===== config.mk =====
export PLATFORM = sky130hd
export DESIGN_NAME = btn_input_conditioner
export DESIGN_NICKNAME = d
export VERILOG_FILES = /design/src/rtl/btn_input_conditioner.sv
export SDC_FILE = /design/constraint.sdc
export NUM_CORES = 1
export LEC_CHECK = 0
export CAP_MARGIN = 10
export CORE_MARGIN = 2
export CORE_UTILIZATION = 60
export DETAILED_ROUTE_END_ITERATION = 10
export HOLD_SLACK_MARGIN = 0.03
export PLACE_DENSITY = 0.86
export SYNTH_ARGS = -nofsm -noshare
export SYNTH_HDL_FRONTEND = slang
export SYNTH_SLANG_ARGS = --single-unit

===== constraint.sdc =====
create_clock -name clk -period 6.3 [get_ports clk]
set_input_delay 1.575 -clock clk [delete_from_list [all_inputs] [get_ports clk]]
set_output_delay 1.575 -clock clk [all_outputs]
set_load 0.01 [all_outputs]

===== src/rtl/btn_input_conditioner.sv =====
// btn_input_conditioner
//   Turns raw, bouncing board buttons into clean synchronous levels and
//   one-cycle press pulses. Each accepted press is also queued as a button
//   index in a small FIFO that the game logic drains with a valid/ack
//   handshake.
//
// Ports:
//   clk          board clock
//   rst          asynchronous, active-high reset
//   i_btn        raw button pins, asynchronous ([0]=up [1]=right [2]=down
//                [3]=left [4]=game-reset)
//   o_level      debounced button levels
//   o_press      one-cycle pulse on each debounced rising edge
//   o_evt_valid  event FIFO is non-empty
//   o_evt_code   button index at the FIFO head
//   i_evt_ack    pops the head when o_evt_valid is high
//   o_overflow   sticky flag: at least one press event was dropped
//   i_clr_ovf    clears o_overflow
module btn_input_conditioner #(
  parameter int N_BTN           = 5,
  parameter int DEBOUNCE_CYCLES = 500000,
  parameter int CNT_W           = 19,
  parameter int FIFO_DEPTH      = 4
) (
  input  logic             clk,
  input  logic             rst,
  input  logic [N_BTN-1:0] i_btn,
  output logic [N_BTN-1:0] o_level,
  output logic [N_BTN-1:0] o_press,
  output logic             o_evt_valid,
  output logic [2:0]       o_evt_code,
  input  logic             i_evt_ack,
  output logic             o_overflow,
  input  logic             i_clr_ovf
);

  localparam int PTR_W  = (FIFO_DEPTH > 1) ? $clog2(FIFO_DEPTH) : 1;
  localparam int OCC_W  = PTR_W + 1;
  localparam logic [CNT_W-1:0] CNT_MAX  = CNT_W'(DEBOUNCE_CYCLES - 1);
  localparam logic [CNT_W-1:0] CNT_ZERO = {CNT_W{1'b0}};
  localparam logic [OCC_W-1:0] OCC_FULL = OCC_W'(FIFO_DEPTH);
  localparam logic [OCC_W-1:0] OCC_ZERO = {OCC_W{1'b0}};

  // Index of the lowest set bit; lower buttons win when several rise together.
  function automatic logic [2:0] lowest_idx(input logic [N_BTN-1:0] v);
    logic [2:0] idx;
    idx = 3'd0;
    for (int i = N_BTN - 1; i >= 0; i--) begin
      if (v[i]) begin
        idx = 3'(i);
      end else begin
        idx = idx;
      end
    end
    return idx;
  endfunction

  logic [N_BTN-1:0] sync1_r;
  logic [N_BTN-1:0] sync2_r;
  logic [CNT_W-1:0] cnt_r [N_BTN];
  logic [N_BTN-1:0] settle_s;
  logic [N_BTN-1:0] rise_s;

  logic [2:0]       mem_r [FIFO_DEPTH];
  logic [PTR_W-1:0] wr_ptr_r;
  logic [PTR_W-1:0] rd_ptr_r;
  logic [OCC_W-1:0] count_r;
  logic             push_req_s;
  logic             push_s;
  logic             pop_s;
  logic             full_s;
  logic             multi_s;
  logic             drop_s;

  // Two-flop synchronizer for the asynchronous pins.
  always_ff @(posedge clk or posedge rst) begin
    if (rst) begin
      sync1_r <= {N_BTN{1'b0}};
      sync2_r <= {N_BTN{1'b0}};
    end else begin
      sync1_r <= i_btn;
      sync2_r <= sync1_r;
    end
  end

  // A bit settles when it has differed from the accepted level long enough.
  // rise_s is the cycle-early copy of o_press, so the event enters the FIFO
  // on the same edge that the level and the pulse appear.
  always_comb begin
    settle_s = {N_BTN{1'b0}};
    for (int i = 0; i < N_BTN; i++) begin
      if ((sync2_r[i] != o_level[i]) && (cnt_r[i] == CNT_MAX)) begin
        settle_s[i] = 1'b1;
      end else begin
        settle_s[i] = 1'b0;
      end
    end
    rise_s = settle_s & sync2_r;
  end

  // Per-bit debounce counters, accepted levels and press pulses.
  always_ff @(posedge clk or posedge rst) begin
    if (rst) begin
      o_level <= {N_BTN{1'b0}};
      o_press <= {N_BTN{1'b0}};
      for (int i = 0; i < N_BTN; i++) begin
        cnt_r[i] <= CNT_ZERO;
      end
    end else begin
      o_press <= rise_s;
      for (int i = 0; i < N_BTN; i++) begin
        if (sync2_r[i] == o_level[i]) begin
          // Matching the accepted level (including a glitch back) restarts.
          cnt_r[i] <= CNT_ZERO;
        end else if (cnt_r[i] == CNT_MAX) begin
          o_level[i] <= sync2_r[i];
          cnt_r[i]   <= CNT_ZERO;
        end else begin
          cnt_r[i] <= cnt_r[i] + CNT_W'(1);
        end
      end
    end
  end

  // FIFO control: a pop in the same cycle frees the slot a full push needs.
  always_comb begin
    full_s     = (count_r == OCC_FULL);
    pop_s      = (count_r != OCC_ZERO) && i_evt_ack;
    push_req_s = |rise_s;
    push_s     = push_req_s && (!full_s || pop_s);
    // More than one bit rising at once: only the lowest is kept.
    multi_s    = |(rise_s & (rise_s - N_BTN'(1)));
    drop_s     = multi_s || (push_req_s && !push_s);
  end

  // Head presentation; a stale slot is never shown while empty.
  always_comb begin
    o_evt_valid = (count_r != OCC_ZERO);
    if (o_evt_valid) begin
      o_evt_code = mem_r[rd_ptr_r];
    end else begin
      o_evt_code = 3'd0;
    end
  end

  // Event storage, pointers (wrap naturally at the power-of-two depth) and count.
  always_ff @(posedge clk or posedge rst) begin
    if (rst) begin
      wr_ptr_r <= {PTR_W{1'b0}};
      rd_ptr_r <= {PTR_W{1'b0}};
      count_r  <= OCC_ZERO;
      for (int i = 0; i < FIFO_DEPTH; i++) begin
        mem_r[i] <= 3'd0;
      end
    end else begin
      if (push_s) begin
        mem_r[wr_ptr_r] <= lowest_idx(rise_s);
        wr_ptr_r        <= wr_ptr_r + PTR_W'(1);
      end else begin
        wr_ptr_r <= wr_ptr_r;
      end
      if (pop_s) begin
        rd_ptr_r <= rd_ptr_r + PTR_W'(1);
      end else begin
        rd_ptr_r <= rd_ptr_r;
      end
      case ({push_s, pop_s})
        2'b10:   count_r <= count_r + OCC_W'(1);
        2'b01:   count_r <= count_r - OCC_W'(1);
        default: count_r <= count_r;
      endcase
    end
  end

  // Sticky overflow; a new drop outranks a simultaneous clear.
  always_ff @(posedge clk or posedge rst) begin
    if (rst) begin
      o_overflow <= 1'b0;
    end else if (drop_s) begin
      o_overflow <= 1'b1;
    end else if (i_clr_ovf) begin
      o_overflow <= 1'b0;
    end else begin
      o_overflow <= o_overflow;
    end
  end

endmodule


# Yosys cells after proc, flatten, opt, wreduce, memory -nomap -nowiden
# Cells that the tools add are included.
# op_classes
add_sub_neg,10
magnitude_cmp,3
eq_ne,18
muxes,31
bitwise_logic,9
reduce_logical,23
# ops
operator,count
$mux W19,10
$add A19 B1 Y19 const B,5
$eq A19 B19 Y1 const B,5
$mux W3,10
$bwmux W12,1
$and A5 B5 Y5,2
$reduce_and A2 Y1,5
$reduce_or A5 Y1,2
$logic_and A1 B1 Y1,9
$mux W1,7
$bmux W3 S2,1
$demux W3 S2,1
$ge A3 B3 Y1 const B,2
$not A2 Y3,2
$pmux W3 S2,1
$eq A1 B1 Y1,5
$ne A1 B1 Y1,5
$not A1 Y1,5
$sub A5 B1 Y5 const B,1
$add A2 B1 Y2 const B,2
$reduce_bool A2 Y1,2
$add A3 B1 Y3 const B,1
$eq A3 B3 Y1 const B,1
$lt A3 B1 Y1 const B,1
6 further kinds,8
# word_totals
regBits,135
out_inout_bits,15
word_cells,115

# Depth between registers and ports, before layout
# Gate-level depths: netlist of the first run.
# depth
ltp_word,11
ltp_mapped,12

# Least setup slack after synthesis of the first run
# No wires, ideal clock.
# synth_timing
kind,input port to flip-flop
startpoint,input port i_evt_ack
endpoint,register count_r[2]
setup_ns,0.069
arrival_ns,2.931
t_required_ns,6.231
path_slack_ns,3.300
stages,8
n_path_buf,1
path_cell_list,clkbuf_8 > nor2b_1 > nand2_1 > fa_1 > nor2_1 > o31ai_1 > or2_2 > nand3_1
# synth_via
elab_chain_cells,5
word_cells_on_any_way,7
cone_classes,eq/ne: 2; mux: 1; reduce/logical: 4
# synth_rtl
element,line,source
"start, declared",32,"input logic i_evt_ack,"
$logic_and A1 B1 Y1 (*),128,pop_s = (count_r != OCC_ZERO) && i_evt_ack;
$logic_or A1 B1 Y1,130,push_s = push_req_s && (!full_s || pop_s);
$logic_and A1 B1 Y1,130,
$eq A2 B1 Y1 or $eq A2 B2 Y1 (tied branches),167,"case ({push_s, pop_s})"
$pmux W3 S2 or $reduce_bool A2 Y1 (tied branches),-,
"end signal, assigned",168,2'b10: count_r <= count_r + OCC_W'(1);
"end signal, assigned",169,2'b01: count_r <= count_r - OCC_W'(1);
"end signal, assigned",170,default: count_r <= count_r;
"end, declared",67,logic [OCC_W-1:0] count_r;
# Every way passes the cells marked *; elsewhere a longest branch is shown, timed or not.
# A chain may end at the register's enable or synchronous reset.

# Final worst setup path of the first run
# layout_timing
startpoint,register rd_ptr_r[0]
endpoint,output port o_evt_code[2]
# layout_via
elab_chain_cells,5
# layout_rtl
element,line,source
"start, declared",66,logic [PTR_W-1:0] rd_ptr_r;
"start signal, assigned",150,rd_ptr_r <= {PTR_W{1'b0}};
"start signal, assigned",163,rd_ptr_r <= rd_ptr_r + PTR_W'(1);
"start signal, assigned",165,rd_ptr_r <= rd_ptr_r;
$not A2 Y3 (implied by the code),140,o_evt_code = mem_r[rd_ptr_r];
$bmux W3 S2,140,
$mux W3 (implied by the code) (2 in a row),140,
$mux W3,139,if (o_evt_valid) begin
"end, declared",31,"output logic [2:0] o_evt_code,"
# Every way passes these cells. The select of a mux whose other input is x is not followed.

==> results of run 1 <==
[registers in the layout, summed over array words and instances, names as in the netlist]
name and flops:
cnt_r 95, count_r 3, mem_r 12, o_level 5, o_overflow 1, o_press 5
rd_ptr_r 2, sync1_r 5, sync2_r 5, wr_ptr_r 2
[cell usage in the layout (no fill, tap or decap), types with 13 or more instances in the layout]
cell type,count
dfrtp_1,135
nor2_1,112
nand2_1,44
xnor2_1,42
xor2_1,39
nand3_1,32
clkdlybuf4s50_1,23
nand4_1,22
inv_1,21
nor3_1,16
clkbuf_16,16
or3_1,14
nor2b_1,13
and3_1,13
[where the power goes]
| group | total [mW] | internal [mW] | switching [mW] |
|---|---|---|---|
| Clock | 0.933 | 0.603 | 0.330 |
| Sequential | 0.940 | 0.896 | 0.0440 |
| Combinational | 0.162 | 0.0726 | 0.0898 |
| Total | 2.04 | 1.57 | 0.464 |
[worst paths after layout]
check	from	end	slack [ns]
worst min-delay path	sync1_r[0]	sync2_r[0]	0.35
worst max register to register	cnt_r[38]	count_r[2]	3.09
worst min register to register	sync1_r[0]	sync2_r[0]	0.35
worst max-delay path	rd_ptr_r[0]	o_evt_code[2]	2.56
max in group asynchronous	rst	cnt_r[92]	4.03
min in group asynchronous	rst	cnt_r[80]	1.64
[cell families (layout without fill, tap and decap cells)]
kind of cell / count (synthesis) / in the layout
simple gates: 325 / 325
fa+ha+maj: 11 / 11
mux: 10 / 10
flops: 135 / 135
xor+xnor: 81 / 81
buf+inv: 40 / 76
compound gates: 52 / 52
[layout make-up]
class / count / area, sq um
flip-flops and latches: 135 / 3380
fillers: 779 / 3280
multi-input cells: 479 / 3070
clock buffers: 23 / 447
repair buffers: 26 / 256
well taps: 140 / 175
clock inverters: 5 / 100
inverters: 22 / 85.1
[stage by stage]
stage | power (mW) | setup slack (ns) | cells
after floorplan | 1.08 | 1.11 | 654
after global placement | 1.10 | 2.65 | 801
after detailed placement | 1.12 | 2.59 | 801
after CTS | 2.05 | 2.52 | 829
after global routing | 2.12 | 2.43 | 830
final | 2.04 | 2.56 | 830
[metal layers]
| layer | share of wire (%) | global-route usage (%) |
|---|---|---|
| met1 | 45 | 30.6 |
| met2 | 49 | 39.0 |
| met3 | 3.9 | 5.98 |
| met4 | 1.3 | 7.78 |
| met5 | 0 | 0 |
==> summary.md, run 1 <==
| Metric | Value |
|---|---|
| Status | `completed` |
| Final #Nets | `700` |
| Cells along the critical path | `mux4_2 > nor2b_1 > clkdlybuf4s50_1` |
| Critical Path Sink Type | `output pin` |
| Area leader, netlist | `dfrtp_1` |
| Worst path top cell family by delay | `multiplexers` |
| Drt pass-1 iters | `4` |
| Fmax | `~270 MHz` |
| DRC | `0` |
| Fin area | `~0.0075 sq mm` |
| Die width | `109 microns` |
| Worst Path Buf+Inv | `1` |
| Die height | `around 110 microns` |
| Gr usage total | `about a quarter` |
| Port bufs | `23` |
| CTS Buf Count | `17` |
| Critical path class | `reg2out` |
| Largest family of logic cells by synthesized area | `simple AND/OR/NAND/NOR gates` |
| Final setup vio count | `0` |
| Max stage delay cell, worst path | `mux4_2` |
| Worst Setup Start Kind | `register` |
| Share of post-route cells with drive strength above 1 | `8.26%` |
| Synth top area share | `between 50% and 60%` |
| Worst path required time | `~4.7 ns` |
| Synthesized instance count | `~650` |
| Root buffer cell | `clkbuf_8` |
| PD cells | `between 200 and 300 mW/mm^2` |
| Die footprint | `around 0.012 sq mm` |
| EDFF count, synth | `0` |
| Unrepaired setup endpoints after global routing | `no` |
| Largest cells by area after synthesis | `dfrtp_1, nor2_1, xnor2_1` |
| Crit Path Max Fanout | `5` |
| Hold Slack | `~0.35 ns` |
| Post-CTS Hold Buffers | `0` |
| Async set-reset flop share out of synthesis | `between 90% and 100%` |
| Post-cts resize count | `0` |
| Fin crit period | `around 3.7 ns` |
| Drt via density | `approximately 6` |
| Core area | `0.0108 sq mm` |
| # diodes | `0` |
| Setup TNS | `0 ns` |
| Fraction of the mapped netlist area in compound gates | `between 5 and 6%` |
| WL/cell | `15.5 microns` |
| I/O pin cnt | `24` |
| Final max-slew violation count | `0` |
| Tcrit/Tclk final | `~59%` |
| Number of global-route vias before repair | `~4700` |
| Synth Cell Area | `between 0.006 and 0.007 sq mm` |
| Final WL | `12.8 mm` |
| Fin. Hold Viols | `0` |
| Ys flop type | `dfrtp_1` |
| Syn Area/Cell | `10.1 sq um` |
| H-Tree Depth | `4` |
| XOR/XNOR share of the synthesized area | `10.7%` |
| Post-Synth Adder-Cell Area | `under 10%` |
| Leakage power | `about 3.2 nW` |
| Final Skew | `about 0.0057 ns` |
| CTS tree | `built` |
| Placed inst area | `roughly 0.007 sq mm` |
| First DRT Iteration DRCs | `266` |
| Top cells by count, synth | `dfrtp_1, nor2_1, nand2_1, xnor2_1, xor2_1` |
| RD Place Congestion | `between 0.8 and 0.9` |
| First-pass GRT wire length | `21.8 mm` |
| Worst skew pair latency | `approximately 0.52 ns` |
| Maximum VDD drop | `0.193 mV` |
| Synth Warn # | `0` |
| Worst Hold Depth | `0` |
| Post-DP HPWL | `a little under 9 mm` |
| Rows | `38` |
| Synth-to-layout area growth | `13.3%` |
| Syn Nets | `slightly below 700` |
| Worst reg-to-reg path cell count | `11` |
| Initial Utilization | `between 60% and 70%` |
| Max incr delay on CP | `between 0.5 and 0.6 ns` |
| Largest net degree at the start of global routing | `73` |
| Synth cell types | `about 60` |
| Yosys reg bits | `around 140` |
| WP data arrival | `~2.2 ns` |
| Number of post-CTS setup repair buffers | `0` |
| Post-synthesis mux area share | `under 10%` |
| Clock sink count | `roughly 140` |
| Most frequent cell after synthesis | `dfrtp_1` |
| Levels on crit path | `3` |
| Total congestion overflow | `0` |
| Clock Path Buffers | `2` |
| Post-layout util | `between 60 and 70%` |
| Worst hold path class | `reg2reg` |
| ANT nets after route | `0` |
| Slew headroom | `between 40% and 50%` |
| Initial antenna violation count | `0` |
| Via count | `4852` |
| Clk slew on worst S/H paths | `approximately 0.05 ns` |
| Worst-margin pin slew | `about 0.9 ns` |
| Maxcap violations | `0` |
| Sequential fraction of the synthesis area | `between 50 and 60%` |
| Synth Area in Simple Gates | `between 20 and 30%` |
(Power assumes the default switching activity.)
==> inputs of run 2 (changes only) <==
- clock period: 6.3 -> 3.8 ns (I/O delays scaled with it)
==> summary.md, run 2 (same netlist as run 1, synthesis figures left out) <==
| Metric | Value |
|---|---|
| Largest registers | `cnt_r x95, mem_r x12` |
| Fin. Hold Viols | `0 (unchanged)` |
| Sw power | `0.782 mW (+69%)` |
| Number of global-route vias before repair | `4926 (+4.5%)` |
| Worst path required time | `4.27 ns (-0.45 ns)` |
| Overall Power | `3.31 mW (+63%)` |
| First-pass GRT wire length | `22.7 mm (+4.0%)` |
| Commonest non-fill, non-tap cell in the layout | `dfrtp_1` |
| Leakage power | `3.20 nW (about the same)` |
| Clock sink count | `135 (unchanged)` |
| I/O pin cnt | `24 (unchanged)` |
| Pre-CTS setup slack | `0.664 ns (-1.92 ns)` |
| Worst Setup Start Kind | `register` |
| Drt via density | `5.91 (+1.2%)` |
| Maximum VDD drop | `0.361 mV (+87%)` |
| Sequential power share | `47.2% (+1.0 points)` |
| Sw Share | `23.6% (+0.82 points)` |
| Total congestion overflow | `0 (unchanged)` |
| CTS Buf Count | `17 (unchanged)` |
| Rows | `38 (unchanged)` |
| Reg with most FFs | `cnt_r` |
| Synth-to-layout area growth | `13.4% (about the same)` |
| WP data arrival | `3.68 ns (+1.52 ns)` |
| Global routing's busiest layer | `met2` |
| First DRT Iteration DRCs | `331 (+24%)` |
| Critical Path Sink Type | `register` |
| Post-CTS Hold Buffers | `0 (unchanged)` |
| Largest net degree at the start of global routing | `62 (-15%)` |
| Die height | `109 microns (unchanged)` |
| Worst Hold Depth | `0 (unchanged)` |
| Status | `completed` |
| Met3 usage | `5.80% (-0.18 points)` |
| Worst skew pair latency | `0.54 ns (+0.02 ns)` |
| Clk slew on worst S/H paths | `0.06 ns (about the same)` |
| Die footprint | `0.0119 sq mm (unchanged)` |
| Worst flop-to-flop path endpoint | `count_r[2]` |
| Fin crit period | `3.22 ns` |
| WL/cell | `15.9 microns (+3.0%)` |
| Die width | `109 microns (unchanged)` |
| ANT nets after route | `0 (unchanged)` |
| Unrepaired setup endpoints after global routing | `no` |
| Post-DP HPWL | `9.20 mm (+6.4%)` |
| Max reg flops | `95 (unchanged)` |
| Final #Nets | `700 (unchanged)` |
| Combinational Power Share | `8.2% (+0.2 points)` |
| Worst reg-to-reg path cell count | `11 (unchanged)` |
| # diodes | `0 (unchanged)` |
| Hold Startpoint | `sync1_r[2]` |
| Routing usage on met1 | `31.5% (+0.96 points)` |
| RD Place Congestion | `0.849 (-0.36%)` |
| Port bufs | `23 (unchanged)` |
| Crit Path Max Fanout | `7 (+2)` |
| Final setup vio count | `0 (unchanged)` |
| Fillers | `753 (-3.3%)` |
| Final max-slew violation count | `0 (unchanged)` |
| Worst hold path class | `reg2reg` |
| Number of post-CTS setup repair buffers | `0 (unchanged)` |
| Pint | `2.53 mW (+61%)` |
| Root buffer cell | `clkbuf_8` |
| Hold Path Sink | `sync2_r[2]` |
| Setup TNS | `0 ns (unchanged)` |
| Clock power share | `44.6% (-1.2 points)` |
| Share of post-route cells with drive strength above 1 | `8.54% (+0.28 points)` |
| Final WL | `13.2 mm (+3.1%)` |
| PD cells | `441 mW/mm^2 (+63%)` |
| H-Tree Depth | `4 (unchanged)` |
| Maxcap violations | `0 (unchanged)` |
| Commonest non-fill, non-tap cells in the layout | `dfrtp_1, nor2_1, nand2_1` |
| Via count | `4914 (+1.3%)` |
| Initial antenna violation count | `0 (unchanged)` |
| Gr usage total | `24.8% (+1.1 points)` |
| DRC | `0 (unchanged)` |
| Origin of the critical flop-to-flop path | `cnt_r[38]` |
| Post-cts resize count | `0 (unchanged)` |
| CTS tree | `built` |
| Clock Path Buffers | `2 (unchanged)` |
| Slew headroom | `43.8% (+2.9 points)` |
| Core area | `0.0108 sq mm (unchanged)` |
| Drt pass-1 iters | `5 (+1)` |
| Fmax | `311 MHz` |
| Final Skew | `0.00773 ns (+0.00204 ns)` |
| Min setup slack post-route | `0.584 ns (-1.98 ns)` |
| Worst-margin pin slew | `0.837 ns (-0.0497 ns)` |
| Critical path class | `reg2reg` |
| Tcrit/Tclk final | `between 80% and 90%` |
| Initial Utilization | `61.4% (unchanged)` |
| GR Util met2 | `40.6% (+1.6 points)` |
| Reg2Reg Setup Slack | `0.58 ns (-2.51 ns)` |
-- run 2: cell type report --
cell class,count,area [sq um],area share (%)
clock buffers,25,484,6.44
clock inverters,4,45.0,0.599
inverters,22,86.3,1.15
multi-input cells,479,3070,40.8
flip-flops and latches,135,3380,44.9
well taps,140,175,2.33
repair buffers,26,278,3.70
-- run 2: layer usage --
layer	share of wire, %	vias to the layer above
met4	1.9	0
met2	50	141
met1	43	2445
met3	4.6	19
met5	0	-
li1	-	2309
-- run 2: worst max-delay path by stage --
| stage | start | cells after the start | slack, ns | to |
|---|---|---|---|---|
| detailed placement | cnt_r[76] | 11 | 0.66 | count_r[2] |
| global placement | i_evt_ack | 8 | 0.78 | count_r[2] |
| finish | cnt_r[38] | 11 | 0.58 | count_r[2] |
| floorplan | cnt_r[38] | 12 | 1.00 | count_r[2] |
| CTS | rd_ptr_r[0] | 3 | 0.59 | o_evt_code[1] |
| global route | cnt_r[76] | 11 | 0.39 | count_r[2] |
-- run 2: per-stage QoR --
step                      instances  instance area, sq um  utilization (%)  hold slack (ns)
after floorplan                 654                  6630                -            0.331
after global placement          802                  6990             64.7            0.338
after detailed placement        802                  6990             64.7            0.343
after CTS                       831                  7520             69.6            0.356
after global routing            831                  7520             69.6            0.361
final                           831                  7520             69.6            0.352
-- run 2: worst max-delay path, cell delays in order, from the launching register on --
cell     delay (ns)
dfrtp_1        0.41
ha_1           0.25
and3_1         0.29
nand4_1        0.19
o32ai_1        0.16
nor3_1         0.68
nand2_1        0.15
fa_1           0.43
nor2_1         0.11
o31ai_1        0.10
or2_2          0.30
nand3_1        0.08
-- run 2: power by group through the flow --
stage | logic [mW] | clock network (mW) | registers (mW)
2_1_floorplan | 0.253 | 0 | 1.54
3_3_place_gp | 0.258 | 0 | 1.58
3_5_place_dp | 0.277 | 0 | 1.59
4_1_cts | 0.274 | 1.50 | 1.56
5_1_grt | 0.305 | 1.56 | 1.57
6_report | 0.272 | 1.48 | 1.56
